`config.mk`:
```
export PLATFORM = sky130hd
export DESIGN_NAME = booth_r4_mult_seq
export DESIGN_NICKNAME = d
export VERILOG_FILES = /design/src/rtl/booth_r4_mult_seq.sv
export SDC_FILE = /design/constraint.sdc
export NUM_CORES = 1
export LEC_CHECK = 0
export CAP_MARGIN = 20
export CORE_ASPECT_RATIO = 1.2
export CORE_UTILIZATION = 50
export CTS_CLUSTER_DIAMETER = 80
export DETAILED_ROUTE_END_ITERATION = 8
export PLACE_DENSITY_LB_ADDON = 0.08
export SLEW_MARGIN = 20
export SYNTH_ARGS = -nofsm -noshare
export SYNTH_HDL_FRONTEND = slang
export SYNTH_SLANG_ARGS = --single-unit
```
`constraint.sdc`:
```
create_clock -name clk_i -period 4.6 [get_ports clk_i]
set_input_delay 0.69 -clock clk_i [delete_from_list [all_inputs] [get_ports clk_i]]
set_output_delay 0.69 -clock clk_i [all_outputs]
set_load 0.05 [all_outputs]
```
`src/rtl/booth_r4_mult_seq.sv`:
```
// Sequential radix-4 Booth multiplier.
// Recodes the multiplier one radix-4 digit per clock. Each digit selects 0, +-1 or +-2
// times the multiplicand, and that partial product is added into a 2*WIDTH+2 bit
// accumulator. The multiplicand is pre-extended and shifted left by two bits after every
// digit, so the accumulator never needs a variable shifter.
module booth_r4_mult_seq #(
  parameter int WIDTH = 8
) (
  input  logic               clk_i,
  input  logic               rst_n_i,
  input  logic               in_valid_i,
  output logic               in_ready_o,
  input  logic               signed_mode_i,
  input  logic [WIDTH-1:0]   a_in_i,
  input  logic [WIDTH-1:0]   b_in_i,
  output logic               out_valid_o,
  input  logic               out_ready_i,
  output logic [2*WIDTH-1:0] product_o,
  output logic               busy_o,
  output logic               dig_valid_o,
  output logic [2:0]         dig_code_o
);

  localparam int ACC_W = 2*WIDTH + 2;
  localparam int BX_W  = WIDTH + 3;
  localparam int CNT_W = $clog2(WIDTH/2 + 1);
  localparam logic [CNT_W-1:0] LAST_SIGNED   = CNT_W'(WIDTH/2 - 1);
  localparam logic [CNT_W-1:0] LAST_UNSIGNED = CNT_W'(WIDTH/2);

  typedef enum logic [1:0] {IDLE, RUN, DONE} state_e;

  state_e             state_q, state_d;
  logic [ACC_W-1:0]   acc_q, acc_d;
  logic [ACC_W-1:0]   mcand_q, mcand_d;
  logic [BX_W-1:0]    mplier_q, mplier_d;
  logic               mode_q, mode_d;
  logic [CNT_W-1:0]   cnt_q, cnt_d;

  logic               dig_neg, dig_two, dig_one;
  logic [ACC_W-1:0]   pp_mag, pp;
  logic               last_digit;
  logic               unused_acc_top;

  // The mplier register holds {2'b00, b, 1'b0}, so its low three bits are always the
  // current digit triple (b[2i+1], b[2i], b[2i-1]) with b[-1] = 0. The two zero bits on
  // top provide the extra digit that unsigned mode needs.
  assign last_digit     = (cnt_q == (mode_q ? LAST_SIGNED : LAST_UNSIGNED));
  assign product_o      = acc_q[2*WIDTH-1:0];
  assign unused_acc_top = ^acc_q[ACC_W-1:2*WIDTH];

  // Booth recoding of the current triple into {neg, two, one}. Triple 111 is zero, so
  // neg is never set for a zero digit.
  always_comb begin
    dig_neg = 1'b0;
    dig_two = 1'b0;
    dig_one = 1'b0;
    case (mplier_q[2:0])
      3'b001, 3'b010: dig_one = 1'b1;
      3'b011:         dig_two = 1'b1;
      3'b100:         begin dig_two = 1'b1; dig_neg = 1'b1; end
      3'b101, 3'b110: begin dig_one = 1'b1; dig_neg = 1'b1; end
      default:        ;
    endcase
  end

  // Partial product: the already-shifted multiplicand, times one or two, then negated
  // when the digit is negative.
  always_comb begin
    pp_mag = '0;
    if (dig_two)
      pp_mag = mcand_q << 1;
    else if (dig_one)
      pp_mag = mcand_q;
    pp = dig_neg ? (~pp_mag + 1'b1) : pp_mag;
  end

  // State register.
  always_ff @(posedge clk_i or negedge rst_n_i) begin
    if (!rst_n_i)
      state_q <= IDLE;
    else
      state_q <= state_d;
  end

  // Next-state logic. The return from DONE to IDLE takes one full cycle, so no new
  // operand set can be accepted on the same edge as the out_ready handshake.
  always_comb begin
    state_d = state_q;
    case (state_q)
      IDLE:    if (in_valid_i)  state_d = RUN;
      RUN:     if (last_digit)  state_d = DONE;
      DONE:    if (out_ready_i) state_d = IDLE;
      default: state_d = IDLE;
    endcase
  end

  // Output decode from the registered state. The digit code is shown only while running.
  always_comb begin
    in_ready_o  = (state_q == IDLE);
    busy_o      = (state_q == RUN) || (state_q == DONE);
    out_valid_o = (state_q == DONE);
    dig_valid_o = (state_q == RUN);
    dig_code_o  = (state_q == RUN) ? {dig_neg, dig_two, dig_one} : 3'b000;
  end

  // Datapath next values. Operands are captured and extended at accept. Each RUN cycle
  // adds one partial product, moves the multiplicand up one radix-4 position, and moves
  // the next multiplier triple into the low bits.
  always_comb begin
    acc_d    = acc_q;
    mcand_d  = mcand_q;
    mplier_d = mplier_q;
    mode_d   = mode_q;
    cnt_d    = cnt_q;
    case (state_q)
      IDLE: begin
        if (in_valid_i) begin
          acc_d    = '0;
          cnt_d    = '0;
          mode_d   = signed_mode_i;
          mcand_d  = signed_mode_i ? {{(ACC_W-WIDTH){a_in_i[WIDTH-1]}}, a_in_i}
                                   : {{(ACC_W-WIDTH){1'b0}}, a_in_i};
          mplier_d = {2'b00, b_in_i, 1'b0};
        end
      end
      RUN: begin
        acc_d    = acc_q + pp;
        cnt_d    = cnt_q + CNT_W'(1);
        mcand_d  = mcand_q << 2;
        mplier_d = mplier_q >> 2;
      end
      default: ;
    endcase
  end

  // Datapath registers. An async reset clears everything, which aborts any transaction
  // in flight.
  always_ff @(posedge clk_i or negedge rst_n_i) begin
    if (!rst_n_i) begin
      acc_q    <= '0;
      mcand_q  <= '0;
      mplier_q <= '0;
      mode_q   <= 1'b0;
      cnt_q    <= '0;
    end else begin
      acc_q    <= acc_d;
      mcand_q  <= mcand_d;
      mplier_q <= mplier_d;
      mode_q   <= mode_d;
      cnt_q    <= cnt_d;
    end
  end

endmodule

```
==> impl_metrics.yaml <==
synthesis:
  yosysTopAreaCell: "dfrtp_1"
  ys_types: 71
  synth-async-reset-ratio: 1.00
  syn_nets: 553
  netlist.area_leader.share: 0.285
  netlist_instances: 508
  synth-edff-count: 0
  synth_ff_type: "dfrtp_1"
  ys_seq_area_frac: 0.285
  yosysMostFrequentCell: "nand2_1"
  avgSynthCellArea_um2: 8.12
  synth_area_leaders: "dfrtp_1 29%, ha_1 7.0%, nand2_1 6.4%"
  synth-seq-cells: 47
  yosys_warnings: 0
  syn-cell-area_um2: 4120
  synth_commonest_cells: "70 x nand2_1, 50 x o21ai_0, 47 x dfrtp_1"
hold_path:
  min_path_type: "primary input to asynchronous set/reset pin"
setup_path:
  slowest_delay_ps: 420
  worstPathArrival_ps: 4640
  critical_path.startpoint: "mplier_q[1]"
  critPathLaunchType: "flop"
  rr_startpoint: "mplier_q[1]"
  criticalPathCategory: "flop to flop"
  cp_data_required_time_ps: 4850
  path_cells: "buf_4, nor2b_1, a211oi_1, a31o_2, ha_1, a21boi_2, nand4_1, a221o_2, nand2b_4, mux2_4, a221o_1, ha_1, or4_1, o22a_1, a21o_1, a2111oi_0, o21ai_0, nand3_1"
  critPathMaxFanout: 11
  crit_top_cell: "ha_1"
  slowest_stage: "or4_1"
  end_kind: "flop"
timing:
  setup_viol: 0
  max_slew_margin: 0.527
  finalCriticalPeriod_ps: 4390
  worst_hold_slack_ps: 373
  finClkSkew_ps: 10.3
  period_share: 0.955
  finalSetupTns_ps: 0
  finalHoldViolCount: 0
  timing.final.ws_setup_ps: 208
  rsz0062_at_grt: "no"
  worstMarginPinSlew_ps: 707
  slew_violations: 0
  fmax_mhz: 228
clocking:
  clk_pin_slew_ps: 100
  clk_latency_ps: 310
  cts_buffers: 5
  clkSinkCount: 47
  cts_repair_resize_count: 0
  cts_max_path_buffers: 2
  cts.repair_timing.setup_buffer_count: 0
  root_buffer: "clkbuf_8"
  cts_hold_buf: 0
  htree_levels: 2
  cts_tree: "done"
outcome:
  violations: "design-rule violations"
  status: "finished with violations"
routing:
  post-route-drc-count: 3
  vias: 4131
  wirelength_mm: 11.5
  first_pass_iters: 7
  ant_nets: 0
  wire_per_inst_um: 17.8
  viasPerCell: 6.40
  drt-initial-drc-count: 269
cells_and_area:
  final_nets: 597
  drive_gt1_frac: 0.105
  final_cells: 645
  num-fill-cells: 710
  syn_to_final_growth_pct: 17.5
  antennaDiodeCount: 0
grt:
  grt_max_degree: 48
  overflow: 0
  antenna_found_initial: 0
  grt_pass1_wl_mm: 19.0
  grt_pass1_vias: 3881
  grtUsageTotal: 0.279
placed_design:
  dp_cells: 637
  gp_routability_congestion: 0.959
  place_hpwl_mm: 8.55
  port_buffers: 43
  pre_cts_slack_ps: 118
floorplan:
  initial_core_util: 0.526
  dieWidth_um: 84.9
  die_area_um2: 8620
  core_um2: 7840
  die_y_um: 101
  pin_count: 44
  rows: 35
job:
  drv_cap: 0
==> critical path: cells and delay by family (launching register included) <==
kind,cells,cell delay (ps)
compound gates,9,2170
simple gates,5,900
fa+ha+maj,2,400
flops,1,380
mux,1,300
buf+inv,1,180
==> layout make-up <==
cell class	instances	area, um2	share of cell area
clock buffer	6	72.6	0.0150
clock inverter	2	16.3	0.00336
inverter	16	62.6	0.0129
multi-input combinational	409	2730	0.563
sequential	47	1180	0.243
tap	92	115	0.0238
timing repair buffer	73	673	0.139
==> stage by stage <==
stage	area [um2]	utilization
5_1_grt	4840	0.618
3_3_place_gp	4700	0.599
6_report	4840	0.618
4_1_cts	4810	0.614
2_1_floorplan	4120	-
3_5_place_dp	4720	0.603
==> state kept, by name (all words and copies together) (netlist names) <==
signal    cells
acc_q        16
mcand_q      16
mplier_q      9
cnt_q         3
state_q       2
mode_q        1
==> worst paths after layout <==
check                      slack (ps)     endpoint  cells past startpoint
max                               210    acc_q[15]                     18
min reg2reg                       500  mplier_q[5]                      2
min in group clk_i                500  mplier_q[5]                      2
min                               370    acc_q[11]                      1
max reg2reg                       210    acc_q[15]                     18
max in group asynchronous        3740  mplier_q[0]                      1
==> layer usage <==
layer | share of wire | vias up | GRT usage
li1 | - | 1951 | -
met1 | 0.41 | 1953 | 0.350
met2 | 0.49 | 185 | 0.488
met3 | 0.061 | 42 | 0.0310
met4 | 0.042 | 0 | 0.124
met5 | 0 | - | 0
==> layout by cell type (no fill, tap or decap), types with 3 or more instances in the layout <==
cell and instances:
a31oi_1 8, xor2_1 13, nor2b_1 8, a22o_1 5, buf_4 30, clkbuf_8 5, nand2_1 70, o21a_1 3
a22oi_1 14, nand2b_1 9, inv_1 13, dfrtp_1 45, clkdlybuf4s50_1 42, a21o_1 5, o22ai_1 6, o31ai_1 3
mux2i_1 9, o211ai_1 8, nand4_1 3, a32oi_1 4, o21ai_0 49, a21oi_1 31, a221oi_1 4, o221ai_1 4
nor3b_1 3, xnor2_1 18, nor2_1 34, a221o_1 4, ha_1 23, a211oi_1 4, and3_1 4, nand3_1 14
==> logic make-up (layout without fill, tap and decap cells) <==
logic type               count (synthesis)  in the layout  share of synthesized area
XOR/XNOR                                31             31                     0.0658
multiplexers                            12             12                     0.0309
flip-flops                              47             47                      0.285
adder cells (fa/ha/maj)                 24             24                     0.0746
AO/OA/AOI/OAI                          180            180                      0.294
buffers and inverters                   52             97                     0.0628
AND/OR/NAND/NOR                        162            162                      0.186
Power is not shown: default switching activity piles up to over one toggle a cycle in this logic, so the estimate is an artifact.
==> patch, RTL diff (same flow settings) <==
Change the parameter `WIDTH` from 8 to 16.
--- a/src/rtl/booth_r4_mult_seq.sv
+++ b/src/rtl/booth_r4_mult_seq.sv
@@ -6,3 +6,3 @@
 module booth_r4_mult_seq #(
-  parameter int WIDTH = 8
+  parameter int WIDTH = 16
 ) (
Interface: changed (resized a_in_i, b_in_i and product_o); port bits go from 44 to 76. The function was not compared with the original's and may differ.
==> patch against the original RTL <==
Hold slack better by 0.037 ns; area after synthesis grew 77%; cell area increased by 79%; largest cell class unchanged; maximum frequency is essentially flat; via count is 68% higher; first-iteration DRC count increased to 2.6 times the old value; critical path type unchanged; synthesized cell count up 79%; sequential cell count increased by 41; setup slack better by 0.0031 ns; routed wire length grew 73%.
Power is not shown: default switching activity piles up to over one toggle a cycle in this logic, so the estimate is an artifact.
==> patch: results (changes against the original RTL) <==
Drt
  • Via density: 6.05 (-5.6%)
  • Initial DRC Count: 707 (+160%)
  • WL/cell: 17.4 um (-2.6%)
  • DRT Pass-1 Iters: 6 (-1)
  • Vias: 6944 (+68%)

Synth
  • Most frequent cells after synthesis: nand2_1, o21ai_0, dfrtp_1
  • Post-synth ARST share: 100% (unchanged)
  • Syn_area_per_cell: 8.03 um^2 (-1.0%)
  • Synth area leaders: dfrtp_1, ha_1, nand2_1
  • Post-synthesis net count: 992 (+79%)
  • Post-synthesis sequential area ratio: 30.1% (+1.6 points)
  • Warnings from Yosys: 0 (unchanged)
  • Yosys cell types: 75 (+5.6%)

Worst setup path
  • Reg2Reg Setup Slack: around 0.21 ns
  • Critical-path top delay cell: dfrtp_4
  • Max stage delay on crit path: 0.50 ns (+0.08 ns)
  • CP max FO: 12 (+1)
  • Worst Path Arrival: 4.61 ns (-0.03 ns)
  • Top delay family on crit path: compound AO/OA/AOI/OAI gates
  • Reg2reg path depth: 18 (unchanged)
  • Worst r2r dst: acc_q[20]
  • R2r startpoint: mplier_q[0]

Global route
  • Global-route wire length before repair: 32300 um (+70%)
  • Initial antenna violation count: 0 (unchanged)
  • Vias in the first global route: 6481 (+67%)
  • Largest net degree at the start of global routing: 82 (+71%)
  • Total GRT Usage: 26.7% (-1.3 points)

Clock tree
  • Clk root buf: clkbuf_16
  • Longest Clk Path Bufs: 2 (unchanged)
  • Worst skew pair latency: 0.35 ns (+0.04 ns)
  • Clock transition at path regs: 0.07 ns (-0.03 ns)
  • Total CTS buffers: 9 (+4)
  • Htree depth: 3 (+1)

Placement
  • Placed wire-length estimate: 14700 um (+72%)
  • Placed Cells: 1127 (+77%)
  • Number of port buffers: 75 (+74%)
  • Pre-CTS WS: 0.0218 ns (-0.0962 ns)
  • Gpl congestion: 0.932 (-2.8%)

Finish
  • Layout cells sized above 1: 9.35% (-1.1 points)
  • FILL cells: 1335 (+88%)
  • Nets: 1049 (+76%)
  • Top flop regs: acc_q x32, mcand_q x32, mplier_q x17
  • # diodes: 0 (unchanged)

STA
  • Clock skew: 0.0123 ns (+0.00198 ns)
  • Worst Tran Pin Value: 0.870 ns (+0.162 ns)

Run status
  • Outcome: finished clean

Hold path
  • Worst Hold Class: input pin to async pin
[patch: how the worst max path moves through the flow]
stage                            from   endpoint  slack, ns
after global placement    mplier_q[0]  acc_q[29]       0.13
after floorplan           mplier_q[0]  acc_q[31]       0.13
after CTS                 mplier_q[0]  acc_q[31]       0.01
after detailed placement  mplier_q[0]  acc_q[29]       0.02
final                     mplier_q[0]  acc_q[20]       0.21
after global routing      mplier_q[0]  acc_q[20]      -0.07
[patch: cell type report]
type	count	area share [%]
Clock buffer	12	2.95
Clock inverter	4	0.893
Inverter	29	1.25
Multi-Input combinational cell	727	54.9
Sequential cell	88	25.4
Tap cell	175	2.52
Timing Repair Buffer	113	12.0
[patch: metal layers]
metal | part of all wire, % | global-route usage (%)
met2 | 48 | 45.2
met5 | 0 | 0
met4 | 2.2 | 9.63
met1 | 45 | 34.7
met3 | 4.4 | 3.77
[patch: kinds of logic after synthesis]
family                   synth area share, %
AO/OA/AOI/OAI                           28.4
XOR/XNOR                                7.90
adder cells (fa/ha/maj)                 7.62
buffers and inverters                   5.86
flip-flops                              30.1
multiplexers                            3.16
AND/OR/NAND/NOR                         16.9
[patch: through the flow]
step                hold slack (ns)  instance area (um^2)
finish                        0.410                  8680
global route                  0.482                  8680
CTS                           0.432                  8590
detailed placement            0.472                  8250
global placement              0.463                  8250
floorplan                     0.394                  7320
[patch: what timing repair did]
action,CTS,global route
gates resized for setup,0,18
setup endpoints to repair,0,10
buffers inserted,0,5
